## src/rtl/alu_exec_pkg.sv

```systemverilog
// Shared types for the ALU execute stage: operation and branch-condition
// encodings, the execute FSM state, and a small shift-op classifier.
package alu_exec_pkg;

    typedef enum logic [3:0] {
        OP_ADD   = 4'b0000,
        OP_SUB   = 4'b0001,
        OP_SCOMP = 4'b1000,
        OP_LUI   = 4'b1001,
        OP_SLL   = 4'b1010,
        OP_SRL   = 4'b1011,
        OP_SRA   = 4'b1100,
        OP_AND   = 4'b1101,
        OP_OR    = 4'b1110,
        OP_XOR   = 4'b1111
    } alu_op_t;

    typedef enum logic [1:0] {
        BR_NONE = 2'b00,
        BR_EQ   = 2'b01,
        BR_LT   = 2'b10,
        BR_LTU  = 2'b11
    } branch_ctl_t;

    typedef enum logic {
        IDLE  = 1'b0,
        SHIFT = 1'b1
    } exec_state_t;

    function automatic logic is_shift_op(input alu_op_t op);
        return (op == OP_SLL) || (op == OP_SRL) || (op == OP_SRA);
    endfunction

endpackage

```

## src/rtl/alu_exec_shifter.sv

```systemverilog
// Shifter for the ALU execute stage.
// Default build: pure combinational barrel shifter, FSM pinned at IDLE.
// With ALU_EXEC_ITER_SHIFT_EN defined: iterative shifter that moves
// SHIFT_STEP bits per cycle (fewer on the final step) through IDLE->SHIFT->IDLE.
module alu_exec_shifter
    import alu_exec_pkg::*;
#(
    parameter int XLEN       = 32,
    parameter int SHIFT_STEP = 4
) (
    input  logic                     clk,
    input  logic                     rst,
    input  logic                     flush_i,
    input  logic                     start_i,
    input  alu_op_t                  op_i,
    input  logic [XLEN-1:0]          a_i,
    input  logic [$clog2(XLEN)-1:0]  shamt_i,
    output logic [XLEN-1:0]          result_o,       // single-cycle result
    output logic                     done_o,         // iterative shift finishing this cycle
    output logic [XLEN-1:0]          done_result_o,  // value to register when done_o
    output exec_state_t              state_o
);

    localparam int SHW = $clog2(XLEN);

    function automatic logic [XLEN-1:0] do_shift(input alu_op_t op,
                                                 input logic [XLEN-1:0] v,
                                                 input logic [SHW-1:0] amt);
        case (op)
            OP_SLL:  return v << amt;
            OP_SRL:  return v >> amt;
            OP_SRA:  return $signed(v) >>> amt;
            default: return v;
        endcase
    endfunction

`ifdef ALU_EXEC_ITER_SHIFT_EN

    localparam logic [SHW-1:0] STEP = SHW'(SHIFT_STEP);

    exec_state_t     state_q;
    logic [XLEN-1:0] val_q;
    logic [SHW-1:0]  rem_q;
    alu_op_t         op_q;

    logic            last_step;
    logic [SHW-1:0]  step_amt;
    logic [XLEN-1:0] step_val;

    // Amount shifted this cycle: a full step, or whatever remains on the last one.
    always_comb begin
        last_step = (rem_q <= STEP);
        step_amt  = last_step ? rem_q : STEP;
        step_val  = do_shift(op_q, val_q, step_amt);
    end

    // Shift FSM: a non-zero shift amount enters SHIFT; flush aborts without output.
    always_ff @(posedge clk or posedge rst) begin
        if (rst) begin
            state_q <= IDLE;
            val_q   <= '0;
            rem_q   <= '0;
            op_q    <= OP_SLL;
        end else begin
            case (state_q)
                IDLE: begin
                    if (start_i && (shamt_i != '0)) begin
                        state_q <= SHIFT;
                        val_q   <= a_i;
                        rem_q   <= shamt_i;
                        op_q    <= op_i;
                    end
                end
                SHIFT: begin
                    if (flush_i) begin
                        state_q <= IDLE;
                    end else begin
                        val_q <= step_val;
                        rem_q <= rem_q - step_amt;
                        if (last_step) begin
                            state_q <= IDLE;
                        end
                    end
                end
                default: state_q <= IDLE;
            endcase
        end
    end

    // A zero shift amount completes in the accept cycle and returns the operand.
    assign result_o      = a_i;
    assign done_o        = (state_q == SHIFT) && last_step && !flush_i;
    assign done_result_o = step_val;
    assign state_o       = state_q;

`else

    logic unused_shifter_inputs;

    assign result_o      = do_shift(op_i, a_i, shamt_i);
    assign done_o        = 1'b0;
    assign done_result_o = '0;
    assign state_o       = IDLE;
    assign unused_shifter_inputs = ^{clk, rst, flush_i, start_i};

`endif

endmodule

```

## src/rtl/alu_exec_stage.sv

```systemverilog
// ALU execute stage: captures a decoded op, computes the ALU result and the
// branch decision, registers them for the memory stage, and pulses a PC
// redirect for taken branches.
// Optional feature macro: ALU_EXEC_ITER_SHIFT_EN (iterative shifter).
//
// Handshake: an input transfer happens on in_valid & in_ready and an output
// transfer on out_valid & out_ready; a valid output holds stable until it is
// accepted, and in_ready never depends on in_valid.
module alu_exec_stage
    import alu_exec_pkg::*;
#(
    parameter int XLEN       = 32,
    parameter int SHIFT_STEP = 4
) (
    input  logic            clk,
    input  logic            rst,
    input  logic            in_valid,
    output logic            in_ready,
    input  logic [3:0]      alu_control,
    input  logic            neg,
    input  logic [1:0]      branch_control,
    input  logic            is_branch,
    input  logic            shift2,
    input  logic            shift6,
    input  logic            lw_add,
    input  logic            beq_imm,
    input  logic [XLEN-1:0] src_a,
    input  logic [XLEN-1:0] src_b,
    input  logic [XLEN-1:0] cmp_imm,
    input  logic [XLEN-1:0] pc,
    input  logic [XLEN-1:0] br_offset,
    input  logic            flush,
    output logic            out_valid,
    input  logic            out_ready,
    output logic [XLEN-1:0] out_result,
    output logic            out_is_load,
    output logic            redirect_valid,
    output logic [XLEN-1:0] redirect_pc
);

    localparam int SHW = $clog2(XLEN);

    alu_op_t         op;
    logic [XLEN-1:0] opnd_b;
    logic [XLEN-1:0] cmp_b;
    logic            cmp;
    logic            cmp_out;
    logic            taken;
    logic [XLEN-1:0] alu_res;
    logic            accept;
    logic            shift_deferred;

    logic            out_valid_q;
    logic [XLEN-1:0] out_result_q;
    logic            out_is_load_q;
    logic            redirect_valid_q;
    logic [XLEN-1:0] redirect_pc_q;

    logic [XLEN-1:0] shift_res;
    logic            shift_done;
    logic [XLEN-1:0] shift_done_res;
    exec_state_t     state;

    alu_exec_shifter #(
        .XLEN       (XLEN),
        .SHIFT_STEP (SHIFT_STEP)
    ) u_shifter (
        .clk           (clk),
        .rst           (rst),
        .flush_i       (flush),
        .start_i       (accept && is_shift_op(op)),
        .op_i          (op),
        .a_i           (src_a),
        .shamt_i       (opnd_b[SHW-1:0]),
        .result_o      (shift_res),
        .done_o        (shift_done),
        .done_result_o (shift_done_res),
        .state_o       (state)
    );

    // Operand B pre-shift, compare operand select, condition and ALU result.
    always_comb begin
        op = alu_op_t'(alu_control);

        if (shift2) begin
            opnd_b = src_b << 2;
        end else if (shift6) begin
            opnd_b = src_b << 6;
        end else begin
            opnd_b = src_b;
        end

        cmp_b = beq_imm ? cmp_imm : opnd_b;

        case (branch_ctl_t'(branch_control))
            BR_EQ:   cmp = (src_a == cmp_b);
            BR_LT:   cmp = ($signed(src_a) < $signed(cmp_b));
            BR_LTU:  cmp = (src_a < cmp_b);
            default: cmp = 1'b0;
        endcase

        cmp_out = cmp ^ neg;
        taken   = is_branch && cmp_out;

        case (op)
            OP_ADD:   alu_res = src_a + opnd_b;
            OP_SUB:   alu_res = src_a - opnd_b;
            OP_SCOMP: alu_res = {{(XLEN-1){1'b0}}, cmp_out};
            OP_LUI:   alu_res = opnd_b;
            OP_SLL,
            OP_SRL,
            OP_SRA:   alu_res = shift_res;
            OP_AND:   alu_res = src_a & opnd_b;
            OP_OR:    alu_res = src_a | opnd_b;
            OP_XOR:   alu_res = src_a ^ opnd_b;
            default:  alu_res = '0;
        endcase
    end

`ifdef ALU_EXEC_ITER_SHIFT_EN
    assign shift_deferred = is_shift_op(op) && (opnd_b[SHW-1:0] != '0);
`else
    assign shift_deferred = 1'b0;
`endif

    assign in_ready = (!out_valid_q || out_ready) && (state == IDLE) && !flush;
    assign accept   = in_valid && in_ready;

    // Output and redirect registers; flush wins over everything but reset.
    always_ff @(posedge clk or posedge rst) begin
        if (rst) begin
            out_valid_q      <= 1'b0;
            out_result_q     <= '0;
            out_is_load_q    <= 1'b0;
            redirect_valid_q <= 1'b0;
            redirect_pc_q    <= '0;
        end else begin
            redirect_valid_q <= accept && taken;
            if (accept && taken) begin
                redirect_pc_q <= pc + br_offset;
            end

            if (flush) begin
                out_valid_q <= 1'b0;
            end else if (accept) begin
                out_valid_q   <= !shift_deferred;
                out_result_q  <= alu_res;
                out_is_load_q <= lw_add;
            end else if (shift_done) begin
                out_valid_q  <= 1'b1;
                out_result_q <= shift_done_res;
            end else if (out_valid_q && out_ready) begin
                out_valid_q <= 1'b0;
            end
        end
    end

    assign out_valid      = out_valid_q;
    assign out_result     = out_result_q;
    assign out_is_load    = out_is_load_q;
    assign redirect_valid = redirect_valid_q;
    assign redirect_pc    = redirect_pc_q;

endmodule

```

## config.mk

```make
export PLATFORM = sky130hd
export DESIGN_NAME = alu_exec_stage
export DESIGN_NICKNAME = d
export VERILOG_FILES = /design/src/rtl/alu_exec_pkg.sv /design/src/rtl/alu_exec_shifter.sv /design/src/rtl/alu_exec_stage.sv
export SDC_FILE = /design/constraint.sdc
export NUM_CORES = 1
export LEC_CHECK = 0
export ABC_AREA = 1
export CAP_MARGIN = 20
export CORE_MARGIN = 3
export CORE_UTILIZATION = 30
export CTS_BUF_LIST = sky130_fd_sc_hd__clkbuf_2 sky130_fd_sc_hd__clkbuf_4 sky130_fd_sc_hd__clkbuf_8
export DETAILED_ROUTE_END_ITERATION = 6
export PLACE_DENSITY = 0.57
export SETUP_SLACK_MARGIN = 0.5
export SLEW_MARGIN = 10
export SYNTH_ARGS = -nofsm -noshare
export SYNTH_HDL_FRONTEND = slang
export SYNTH_HIERARCHICAL = 1
export SYNTH_SLANG_ARGS = --single-unit
```

## constraint.sdc

```tcl
create_clock -name clk -period 4.48 [get_ports clk]
set_clock_uncertainty 0.05 [all_clocks]
set_input_delay 0.896 -clock clk [delete_from_list [all_inputs] [get_ports clk]]
set_output_delay 0.896 -clock clk [all_outputs]
set_load 0.02 [all_outputs]
```

==> results.toml <==
[drt]
drt-initial-drc-count = 1870
vias_per_cell = 5.371
wirelength_mm = 81.73
ant_nets = 0
dr.pass1.iters = 7
drc = 0
routed-via-count = 20650
wl_per_cell_um = 21.26

[placement]
place_hpwl_mm = 64.09
port_buffers = 244
place.gp.congestion = 1.016

[setup_path]
start_kind = "input port"
reg2reg_depth = 11
path_class = "input port to flop"
reg2reg_from = "out_valid"
cp.arrival_ns = 4.28
end_kind = "flop"
required_ns = 4.75
crit_start = "alu_control[3]"
crit_fanout = 7

[power]
clkPwrFrac_pct = 12.7
powerDensity_nw_per_um2 = 214.4
peakVddDrop_uv = 174.4
netSwitchingFraction_pct = 47.63
netSwitchingPower_mw = 2.309
power_mw = 4.848
internal_power_mw = 2.539
p_leak_nw = 10.89
comb_power_share_pct = 69.8
seq_power_share_pct = 17.5

[floorplanning]
die_h_um = 230.5
dieArea_sq_um = 53150
coreArea_sq_um = 49360
initial_core_util_pct = 30.65
num_rows = 81
die_w_um = 230.5
io_pins = 245

[timing]
worstMarginPinSlew_ns = 0.8489
fin_crit_ns = 4.012
fmax_mhz = 249.2
tns_ns = 0
drv_slew = 0
period_share_pct = 89.56
slew_headroom_pct = 43.23
setup_viol = 0
rsz0062_at_grt = "true"
hold_viol = 0

[outcome]
outcome = "finished clean"

[cts]
cts_buffer_depth = 2
clk_pin_slew_ns = 0.09
insertion_delay_ns = 0.38
cts-root-buf = "clkbuf_8"
cts_max_level = 3
numCtsBuffers = 9
tritoncts = "yes"
holdBufCountCts = 0
clock_sinks = 67

[grt]
grt_pass1_wl_mm = 119.1
grt_overflow = 0
grt_max_degree = 63
antenna_found_initial = 22
track_usage_pct = 29.07
grt_pass1_vias = 19680

[synth]
yosysWarnings = 6
syn_inst = 2597
netlist_area_sq_um = 15130
syn_area_per_cell_sq_um = 5.824

[cells_and_area]
multiInputGateArea_sq_um = 13010
area_delta_synth_final_pct = 49.47
nFillCells = 5200
drive_above_1_share_pct = 23.86
nNetsFinal = 3502
seq_area_sq_um = 1677

[job]
maxCapViolCount = 0

[worst_hold_path]
hold_depth = 2
hp-class = "flop to flop"
hp-start = "redirect_pc[30]"
[area by class of cell]
type / count / area share (%)
Multi-Input combinational cell: 2204 / 57.56
Timing Repair Buffer: 670 / 26.56
Sequential cell: 67 / 7.416
Tap cell: 664 / 3.675
Inverter: 212 / 3.642
Clock buffer: 11 / 0.6420
Clock inverter: 5 / 0.3763
Antenna cell: 11 / 0.1218
[path summary, 6_finish.rpt]
path | to | slack [ns]
setup / recovery | out_result[15] | 0.47
max in group asynchronous | out_result[22] | 2.49
hold reg to reg | redirect_pc[30] | 0.44
setup reg to reg | redirect_pc[10] | 2.23
min in group asynchronous | redirect_pc[23] | 0.92
hold / removal | redirect_pc[30] | 0.44
[layer usage]
| layer | wire length (um) | up-vias | global-route usage [%] |
|---|---|---|---|
| met1 | 34010 | 9670 | 37.81 |
| met4 | 4235 | 20 | 12.43 |
| li1 | - | 9858 | - |
| met3 | 6996 | 174 | 6.503 |
| met5 | 126 | - | 0 |
| met2 | 36370 | 924 | 46.21 |
[state kept, by name, summed over array words and instances, names as in the netlist]
| name | cells |
|---|---|
| out_result | 32 |
| redirect_pc | 32 |
| out_is_load | 1 |
| out_valid | 1 |
| redirect_valid | 1 |
[timing repair]
item                                   in CTS  in global routing
gates resized for setup                   172                185
cloned                                      1                  2
buffers inserted                           36                 26
endpoints found under the hold margin       0                  0
setup endpoints to repair                  63                 60
pin swaps                                  82                112
[cell usage in the layout (no fill, tap or decap), drive strengths merged, types with 3 or more instances in the layout]
cell	count
a21oi	203
nor4	6
a31oi	9
a22oi	11
diode	11
nand3	385
clkbuf	14
o21ai	189
a21o	6
nand3b	4
o21bai	10
clkdlybuf4s50	217
o211ai	28
nor3	22
ha	159
nor2	203
inv	207
o31ai	3
dlygate4sd2	7
a221oi	21
xor2	44
buf	427
o21a	8
o2111ai	8
nand2	764
or2	26
and2	3
clkinvlp	3
a21boi	4
xnor2	16
clkinv	5
dfrtp	67
conb	34
dlymetal6s2s	11
nand4	25
clkdlybuf4s15	4
[worst max-delay path, stage by stage]
cell             delay [ns]
clkdlybuf4s50_1        0.45
nor3_2                 0.19
buf_4                  0.18
clkinvlp_4             0.20
buf_6                  0.18
nand2_1                0.12
xor2_1                 0.17
ha_2                   0.33
a21o_1                 0.26
a21oi_2                0.14
nand2_2                0.09
nand3_1                0.10
nand2_2                0.08
buf_4                  0.16
a21oi_1                0.15
o21ai_1                0.12
o211ai_1               0.21
nand2_1                0.11
a21oi_1                0.14
[power by group through the flow]
stage               logic (mW)  registers (mW)  clock network, mW
detailed placement        3.00           0.858                  0
global placement          2.98           0.860                  0
global route              3.64           0.870              0.660
CTS                       3.16           0.853              0.639
finish                    3.38           0.850              0.615
floorplan                 1.38            1.01                  0
[through the flow]
stage                     hold WS, ns  setup WS (ns)  area, sq um  cells  utilization, %
final                          0.4437         0.4679        22610   3844           45.81
after global routing           0.4673         0.2812        22590   3836           45.77
after CTS                      0.4489         0.4985        21670   3804           43.90
after detailed placement       0.4273        -0.7078        20640   3751           41.82
after global placement         0.4192        -0.6582        20640   3751           41.82
after floorplan                0.5412         0.4563        15270   2630               -
Power figures use the tool's default switching activity.
